===== src/rtl/fproc_meas_if.sv =====
// fproc_meas_if: core-side function-processor request/response bundle.
//   fproc_id     per-core function ID, slice c = [c*FPROC_ID_WIDTH +: FPROC_ID_WIDTH]
//   fproc_enable per-core one-cycle request strobe
//   fproc_ready  per-core one-cycle response strobe
//   fproc_data   per-core result, slice c = [c*DATA_WIDTH +: DATA_WIDTH]
// master: the cores (drive requests); slave: the responder.
interface fproc_meas_if #(
   parameter int unsigned N_CORES        = 8,
   parameter int unsigned FPROC_ID_WIDTH = 8,
   parameter int unsigned DATA_WIDTH     = 32
);
   logic [N_CORES*FPROC_ID_WIDTH-1:0] fproc_id;
   logic [N_CORES-1:0]                fproc_enable;
   logic [N_CORES-1:0]                fproc_ready;
   logic [N_CORES*DATA_WIDTH-1:0]     fproc_data;

   modport master (
      output fproc_id,
      output fproc_enable,
      input  fproc_ready,
      input  fproc_data
   );

   modport slave (
      input  fproc_id,
      input  fproc_enable,
      output fproc_ready,
      output fproc_data
   );
endinterface


===== src/rtl/fproc_meas.sv =====
// fproc_meas: answers per-core fproc requests with measurement results.
// A measurement-ID request is served once the requesting core has a measurement on that
// channel it has not consumed yet (or one arrives that cycle); out-of-range IDs return 0.
// Ports:
//   clk, reset  clock, synchronous active-high reset
//   fproc       slave side of the core request/response bundle (all outputs registered)
//   meas        measurement bit per channel
//   meas_valid  per-channel strobe qualifying meas
module fproc_meas #(
   parameter int unsigned N_CORES        = 8,
   parameter int unsigned N_MEAS         = 8,
   parameter int unsigned FPROC_ID_WIDTH = 8,
   parameter int unsigned DATA_WIDTH     = 32
) (
   input  logic               clk,
   input  logic               reset,
   fproc_meas_if.slave        fproc,
   input  logic [N_MEAS-1:0]  meas,
   input  logic [N_MEAS-1:0]  meas_valid
);

   typedef enum logic {StIdle, StWait} state_t;

   state_t                    state_q [N_CORES];
   state_t                    state_d [N_CORES];
   logic [FPROC_ID_WIDTH-1:0] id_q    [N_CORES];
   logic [FPROC_ID_WIDTH-1:0] id_d    [N_CORES];
   logic [N_MEAS-1:0]         fresh_q [N_CORES];
   logic [N_MEAS-1:0]         fresh_d [N_CORES];
   logic [FPROC_ID_WIDTH-1:0] eff_id  [N_CORES];
   logic [N_MEAS-1:0]         hit     [N_CORES];

   logic [N_MEAS-1:0]             last_q, newest;
   logic [N_CORES-1:0]            ready_q, ready_d, evaluate, serve;
   logic [N_CORES*DATA_WIDTH-1:0] data_q, data_d;

   // Newest value per channel: a same-cycle measurement bypasses the stored one.
   assign newest = (meas_valid & meas) | (~meas_valid & last_q);

   always_comb begin
      ready_d  = '0;
      data_d   = data_q;
      evaluate = '0;
      serve    = '0;
      for (int c = 0; c < N_CORES; c++) begin
         state_d[c] = state_q[c];
         id_d[c]    = id_q[c];
         fresh_d[c] = fresh_q[c] | meas_valid;
         eff_id[c]  = (state_q[c] == StWait) ? id_q[c]
                                             : fproc.fproc_id[c*FPROC_ID_WIDTH +: FPROC_ID_WIDTH];
         hit[c] = '0;
         for (int i = 0; i < N_MEAS; i++) begin
            hit[c][i] = (32'(eff_id[c]) == 32'(i));
         end

         // An empty hit vector means the ID is out of range and is served at once.
         unique case (state_q[c])
            StIdle: begin
               evaluate[c] = fproc.fproc_enable[c];
               if (fproc.fproc_enable[c]) begin
                  id_d[c] = eff_id[c];
               end
            end
            StWait: evaluate[c] = 1'b1;
         endcase

         serve[c] = evaluate[c] & (~(|hit[c]) | (|(hit[c] & (fresh_q[c] | meas_valid))));

         if (evaluate[c]) begin
            state_d[c] = serve[c] ? StIdle : StWait;
         end

         if (serve[c]) begin
            ready_d[c] = 1'b1;
            data_d[c*DATA_WIDTH +: DATA_WIDTH] = DATA_WIDTH'(|(hit[c] & newest));
            // Consumption wins over a same-cycle arrival: that value went out via the bypass.
            fresh_d[c] = fresh_d[c] & ~hit[c];
         end
      end
   end

   always_ff @(posedge clk) begin
      if (reset) begin
         for (int c = 0; c < N_CORES; c++) begin
            state_q[c] <= StIdle;
            id_q[c]    <= '0;
            fresh_q[c] <= '0;
         end
         last_q  <= '0;
         ready_q <= '0;
         data_q  <= '0;
      end else begin
         for (int c = 0; c < N_CORES; c++) begin
            state_q[c] <= state_d[c];
            id_q[c]    <= id_d[c];
            fresh_q[c] <= fresh_d[c];
         end
         last_q  <= newest;
         ready_q <= ready_d;
         data_q  <= data_d;
      end
   end

   assign fproc.fproc_ready = ready_q;
   assign fproc.fproc_data  = data_q;

endmodule


===== src/flat_wrapper.sv =====
// flat-port wrapper written by rule: the top's interface ports become plain ports
module fproc_meas_flat 
#(
   parameter int unsigned N_CORES        = 8,
   parameter int unsigned N_MEAS         = 8,
   parameter int unsigned FPROC_ID_WIDTH = 8,
   parameter int unsigned DATA_WIDTH     = 32
)
  (clk, reset, meas, meas_valid, fproc_fproc_id, fproc_fproc_enable, fproc_fproc_ready, fproc_fproc_data);
  fproc_meas_if #(.N_CORES(N_CORES), .FPROC_ID_WIDTH(FPROC_ID_WIDTH), .DATA_WIDTH(DATA_WIDTH)) fproc_i ();
  input  logic clk;
  input  logic reset;
  input  logic [N_MEAS-1:0] meas;
  input  logic [N_MEAS-1:0] meas_valid;
  input wire logic [$bits(fproc_i.fproc_id)-1:0] fproc_fproc_id;
  input wire logic [$bits(fproc_i.fproc_enable)-1:0] fproc_fproc_enable;
  output wire logic [$bits(fproc_i.fproc_ready)-1:0] fproc_fproc_ready;
  output wire logic [$bits(fproc_i.fproc_data)-1:0] fproc_fproc_data;
  assign fproc_i.fproc_id = fproc_fproc_id;
  assign fproc_i.fproc_enable = fproc_fproc_enable;
  assign fproc_fproc_ready = fproc_i.fproc_ready;
  assign fproc_fproc_data = fproc_i.fproc_data;
  fproc_meas #(.N_CORES(N_CORES), .N_MEAS(N_MEAS), .FPROC_ID_WIDTH(FPROC_ID_WIDTH), .DATA_WIDTH(DATA_WIDTH)) u_core (.clk(clk), .reset(reset), .fproc(fproc_i), .meas(meas), .meas_valid(meas_valid));
endmodule

===== config.mk =====
export PLATFORM = sky130hd
export DESIGN_NAME = fproc_meas_flat
export DESIGN_NICKNAME = d
export VERILOG_FILES = /design/src/rtl/fproc_meas_if.sv /design/src/rtl/fproc_meas.sv /design/src/flat_wrapper.sv
export SDC_FILE = /design/constraint.sdc
export NUM_CORES = 1
export LEC_CHECK = 0
export CAP_MARGIN = 0
export CELL_PAD_IN_SITES_DETAIL_PLACEMENT = 2
export CELL_PAD_IN_SITES_GLOBAL_PLACEMENT = 2
export CORE_ASPECT_RATIO = 0.8
export CORE_UTILIZATION = 28
export DETAILED_ROUTE_END_ITERATION = 7
export PLACE_DENSITY = 0.95
export SYNTH_ARGS = -nofsm -noshare
export SYNTH_HDL_FRONTEND = slang
export SYNTH_SLANG_ARGS = --single-unit

===== constraint.sdc =====
create_clock -name clk -period 5.33 [get_ports clk]
set_clock_uncertainty 0.05 [all_clocks]
set_input_delay 1.599 -clock clk [delete_from_list [all_inputs] [get_ports clk]]
set_output_delay 1.599 -clock clk [all_outputs]
set_load 0.03 [all_outputs]

Word-level counts from Yosys, hierarchy flattened. Memory sizes are Yosys's and may differ from the RTL's. Index checks and enable logic that the tools add are counted.

Output and inout bits: 264. Word-level logic and storage cells: 292. Latch bits: 0. Bits in read-only memories: 0. Memories: 3. Bits in registers: 24. Input bits: 90. Bits in writable memories: 136.

Memory list: u_core.fresh_q (words 8, bits a word 8, read ports 8, clocked after Yosys merged registers in 0, wr ports 8, line fproc_meas.sv:28) `logic [N_MEAS-1:0] fresh_q [N_CORES];`; u_core.id_q (words 8, bits a word 8, read ports 8, clocked after Yosys merged registers in 0, wr ports 8, line fproc_meas.sv:26) `logic [FPROC_ID_WIDTH-1:0] id_q [N_CORES];`; u_core.state_q (words 8, bits a word 1, read ports 8, clocked after Yosys merged registers in 0, wr ports 8, line fproc_meas.sv:24) `state_t state_q [N_CORES];`.

Div/mod/pow operators: 0. Equal/unequal tests: 56. Order comparisons: 0. $add $sub $neg: 0. Reductions and logical operators: 32. Bitwise logic cells: 100. Multipliers: 0. Multiplexer cells: 91. Shift operators: 0.

Operators by type and width (count): 2-to-1 mux 8 bit (48); == test 8 x 3 -> 1 bit, second input constant (32); bitwise AND 8 bit (26); OR reduction 8 bit (24); == test 8 x 2 -> 1 bit, second input constant (16); inverter 8 bit (9); OR 8 bit (9); == test 8 x 1 -> 1 bit, second input constant (8); zero test 8 bit (8); 2-to-1 mux 1 bit (35); OR 1 bit (32); inverter 1 bit (16); case mux 1 bit (2 select lines) (8); bitwise AND 1 bit (8).

Longest topological paths before layout. An unclocked memory read counts as a cell.

Depth after elaboration: 10. Depth in mapped cells: 9. Depth with buffers taken out: 6.

Worst setup path after synthesis. OpenSTA, ideal clock, no wires.

Path type: in2reg. Start point: in fproc_fproc_id[22]. End point: reg u_core.data_q[64], in the netlist u_core.fproc.fproc_data[64]. Path buffers: 1. Stages: 7. Data required time: 5157 ps. Arrival time: 3441 ps. Path slack: 1716 ps. Cells stage by stage: or4_1 > o22a_1 > or2_1 > o221ai_1 > o22a_1 > buf_2 > mux2_1.

Longest elaborated chain between the ends: 6. Elaborated cells on any way between the ends: 17. Those cells by class: 7 x eq/ne; 1 x mux; 5 x bitwise; 4 x reduce/logical.

Ends and longest elaborated chain: start: declaration (line flat_wrapper.sv:15) `input wire logic [$bits(fproc_i.fproc_id)-1:0] fproc_fproc_id;`; 2-to-1 mux 8 bit * (line fproc_meas.sv:49) `eff_id[c] = (state_q[c] == StWait) ? id_q[c]`; == test 8 x 1 -> 1 bit, or another cell as far along (line fproc_meas.sv:53) `hit[c][i] = (32'(eff_id[c]) == 32'(i));`; bitwise AND 8 bit or OR reduction 8 bit (tied branches) (line fproc_meas.sv:67) `serve[c] = evaluate[c] & (~(|hit[c]) | (|(hit[c] & (fresh_q[c] | meas_valid))));`; OR reduction 8 bit or inverter 1 bit (tied branches) (line fproc_meas.sv:67); OR 1 bit (line fproc_meas.sv:67); bitwise AND 1 bit (line fproc_meas.sv:67); end signal: assignment (line fproc_meas.sv:100) `data_q <= data_d;`; end: declaration (line fproc_meas.sv:35) `logic [N_CORES*DATA_WIDTH-1:0] data_q, data_d;`.

Mark *: on every way between the ends. The rest lies on a longest branch, timed or not. A chain may end at the register's enable or synchronous reset.

==> results.py <==
metrics = {
    "run_status": {
        "status": "completed",
    },
    "grt": {
        "grt_antenna_before_repair": 0,
        "grt_max_degree": 73,
        "grt_pass1_wl_um": 48200,
        "gr-total-overflow": 0,
        "track_usage": 0.172,
        "grt_pass1_vias": 8655,
    },
    "finish": {
        "antennaDiodeCount": 0,
        "drive_gt1_frac": 0.0653,
        "finalNetCount": 1332,
        "area_growth_pct": 11.1,
        "fillers": 3928,
    },
    "power_and_ir_drop": {
        "power_density_nw_per_um2": 291,
        "ir_worst_vdd_uv": 149,
        "leakagePower_nw": 4.45,
        "power_mw": 3.18,
    },
    "timing": {
        "finalSetupViolCount": 0,
        "drv_slew": 0,
        "fin_setup_tns_ps": 0,
        "hold_viol": 0,
        "period_share": 0.740,
        "timing.final.crit_period_ps": 3940,
        "tightest_slew_ps": 938,
        "finalWorstSetupSlack_ps": 1390,
        "grt_setup_unrepaired": "no",
        "max_slew_margin": 0.374,
        "max_freq_mhz": 254,
    },
    "yosys": {
        "synth-seq-area-share": 0.326,
        "netlist_instances": 1166,
        "synth.largest_area_cell": "dfxtp_1",
        "yosys_warnings": 0,
        "synth-async-reset-ratio": 0,
        "synth_common_cells": "buf_4 (248), nor2_1 (168), dfxtp_1 (160), mux2i_1 (77), a311oi_1 (58)",
        "synth_area_leaders": "dfxtp_1 (33%), buf_4 (19%), mux2i_1 (7.8%)",
        "syn_avg_cell_area_um2": 8.43,
        "ys.flop_type": "dfxtp_1",
        "yosysUniqueCellTypes": 66,
        "synth_enable_flop_cells": 0,
        "ys_ff_latch": 160,
        "synthesis.area_um2": 9830,
        "post-synth-top-count-cell": "buf_4",
        "yosysTopAreaCellShare": 0.326,
    },
    "setup_path": {
        "cp_cell_sequence": "clkdlybuf4s50_1 -> or2_2 -> a2111oi_0 -> nor2_1 -> o32a_1 -> a311oi_1",
        "cp_slowest_stage_delay_ps": 760,
        "crit_path_top_delay_cell": "clkdlybuf4s50_1",
        "crit_family": "compound AO/OA/AOI/OAI gates",
        "cp_data_arrival_time_ps": 4230,
        "critPathCaptureType": "register",
        "worstPathRequired_ps": 5620,
        "critPathKind": "in2reg",
        "critPathBufInv": 1,
        "start_kind": "primary input",
        "path_max_fanout": 11,
    },
    "route": {
        "routed_wl_um": 31500,
        "routed_via_density": 4.74,
        "dr.pass1.iters": 6,
        "drtIter0Drc": 402,
        "ant_nets": 0,
        "wire_per_inst_um": 18.3,
        "vias": 8154,
        "route.detailed.drc": 0,
    },
    "die": {
        "row_count": 60,
        "core_um2": 34100,
        "die_h_um": 170,
        "dieArea_um2": 35900,
        "ios": 354,
        "start_util": 0.288,
        "die_w_um": 211,
    },
    "clocking": {
        "cts_sinks": 160,
        "cts_root_buffer": "clkbuf_16",
        "hold_buffers": 0,
        "cts.clk_slew.worst_paths_ps": 70,
        "clockBufferDepth": 2,
        "ctsResizeCount": 0,
        "clock_latency_ps": 450,
        "cts_buffers": 17,
        "cts_setup_buffers": 0,
        "htreeDepth": 4,
        "cts_tree": "yes",
    },
    "place": {
        "portBuffers": 105,
        "gp_congestion": 0.826,
        "dp_hpwl_um": 23700,
        "pre_cts_ws_ps": 905,
    },
    "run": {
        "maxCapViolCount": 0,
    },
    "hold_path": {
        "hp-class": "reg2reg",
    },
}
## placed cells by master, fill, tap and decap left out, types with 10 or more instances in the layout
master           Yosys  final
conb_1               1    248
nor2_1             168    168
dfxtp_1            160    160
clkdlybuf4s50_1      0    104
mux2i_1             77     77
a311oi_1            58     58
a21oi_1             53     53
nand2_1             39     39
o22ai_1             22     22
o21ai_0             20     20
clkbuf_16            0     17
nor3_1              16     16
nand3b_1            15     15
or3b_2              15     15
or2_2               15     15
and2_1              14     14
a22oi_1             14     14
a211oi_1            12     12
nor4_1              10     10
mux2_2              10     10
## layer usage
layer | up-vias | GRT usage | routed length (um)
li1 | 3850 | - | -
met1 | 4064 | 0.208 | 13400
met2 | 190 | 0.298 | 16000
met3 | 50 | 0.0387 | 1440
met4 | 0 | 0.0608 | 635
met5 | - | 0 | 0
## power breakdown
part           internal, mW  switching, mW  leakage, nW
combinational         0.183          0.482         2.85
clock                 0.662          0.542        0.267
sequential             1.27         0.0413         1.33
## final timing paths
| check | end | start | cells after the start | slack [ps] |
|---|---|---|---|---|
| max | u_core.fresh_q[0][43]$_SDFF_PP0_ | meas_valid[3] | 6 | 1390 |
| max reg2reg | u_core.fproc.fproc_data[64]$_SDFFE_PP0P_ | u_core.state_q[0][2]$_SDFFE_PP0P_ | 6 | 2370 |
| min | u_core.fproc.fproc_data[160]$_SDFFE_PP0P_ | u_core.fproc.fproc_data[160]$_SDFFE_PP0P_ | 2 | 430 |
| min reg2reg | u_core.fproc.fproc_data[160]$_SDFFE_PP0P_ | u_core.fproc.fproc_data[160]$_SDFFE_PP0P_ | 2 | 430 |
## worst register-to-register path, stage by stage, from the launching register on
cell      delay [ps]
dfxtp_1          730
or4b_1           500
o22a_1           300
or2_1            260
o221ai_1         250
o22a_1           390
mux2_1           360
## layout make-up
type,instances,area [um2],share of cell area
multi-input cells,944,5440,0.498
flip-flops and latches,160,3200,0.293
repair buffers,110,1090,0.0995
well taps,465,582,0.0533
clock buffers,19,443,0.0406
clock inverters,13,130,0.0119
inverters,9,33.8,0.00309
## cell families (layout without fill, tap and decap cells)
kind of cell / after synthesis / count (layout) / synth area share
compound gates: 244 / 244 / 0.179
other cells: 1 / 248 / 0.000382
flops: 160 / 160 / 0.326
buf+inv: 309 / 151 / 0.215
simple gates: 364 / 364 / 0.188
mux: 88 / 88 / 0.0910
## flip-flops by register name, summed over array words and instances, names as in the netlist
signal and count:
u_core.fproc.fproc_data 8, u_core.fproc.fproc_ready 8, u_core.last_q 8, u_core.state_q 8, u_core.fresh_q 64, u_core.id_q 64
## per-stage QoR
stage / util / std cells / hold WS (ps) / area, um2
6_report: 0.320 / 1720 / 426 / 10900
5_1_grt: 0.320 / 1720 / 458 / 10900
4_1_cts: 0.320 / 1720 / 438 / 10900
3_5_place_dp: 0.304 / 1688 / 423 / 10300
3_3_place_gp: 0.304 / 1688 / 416 / 10300
2_1_floorplan: - / 1413 / 401 / 10800
(Power assumes the default switching activity.)
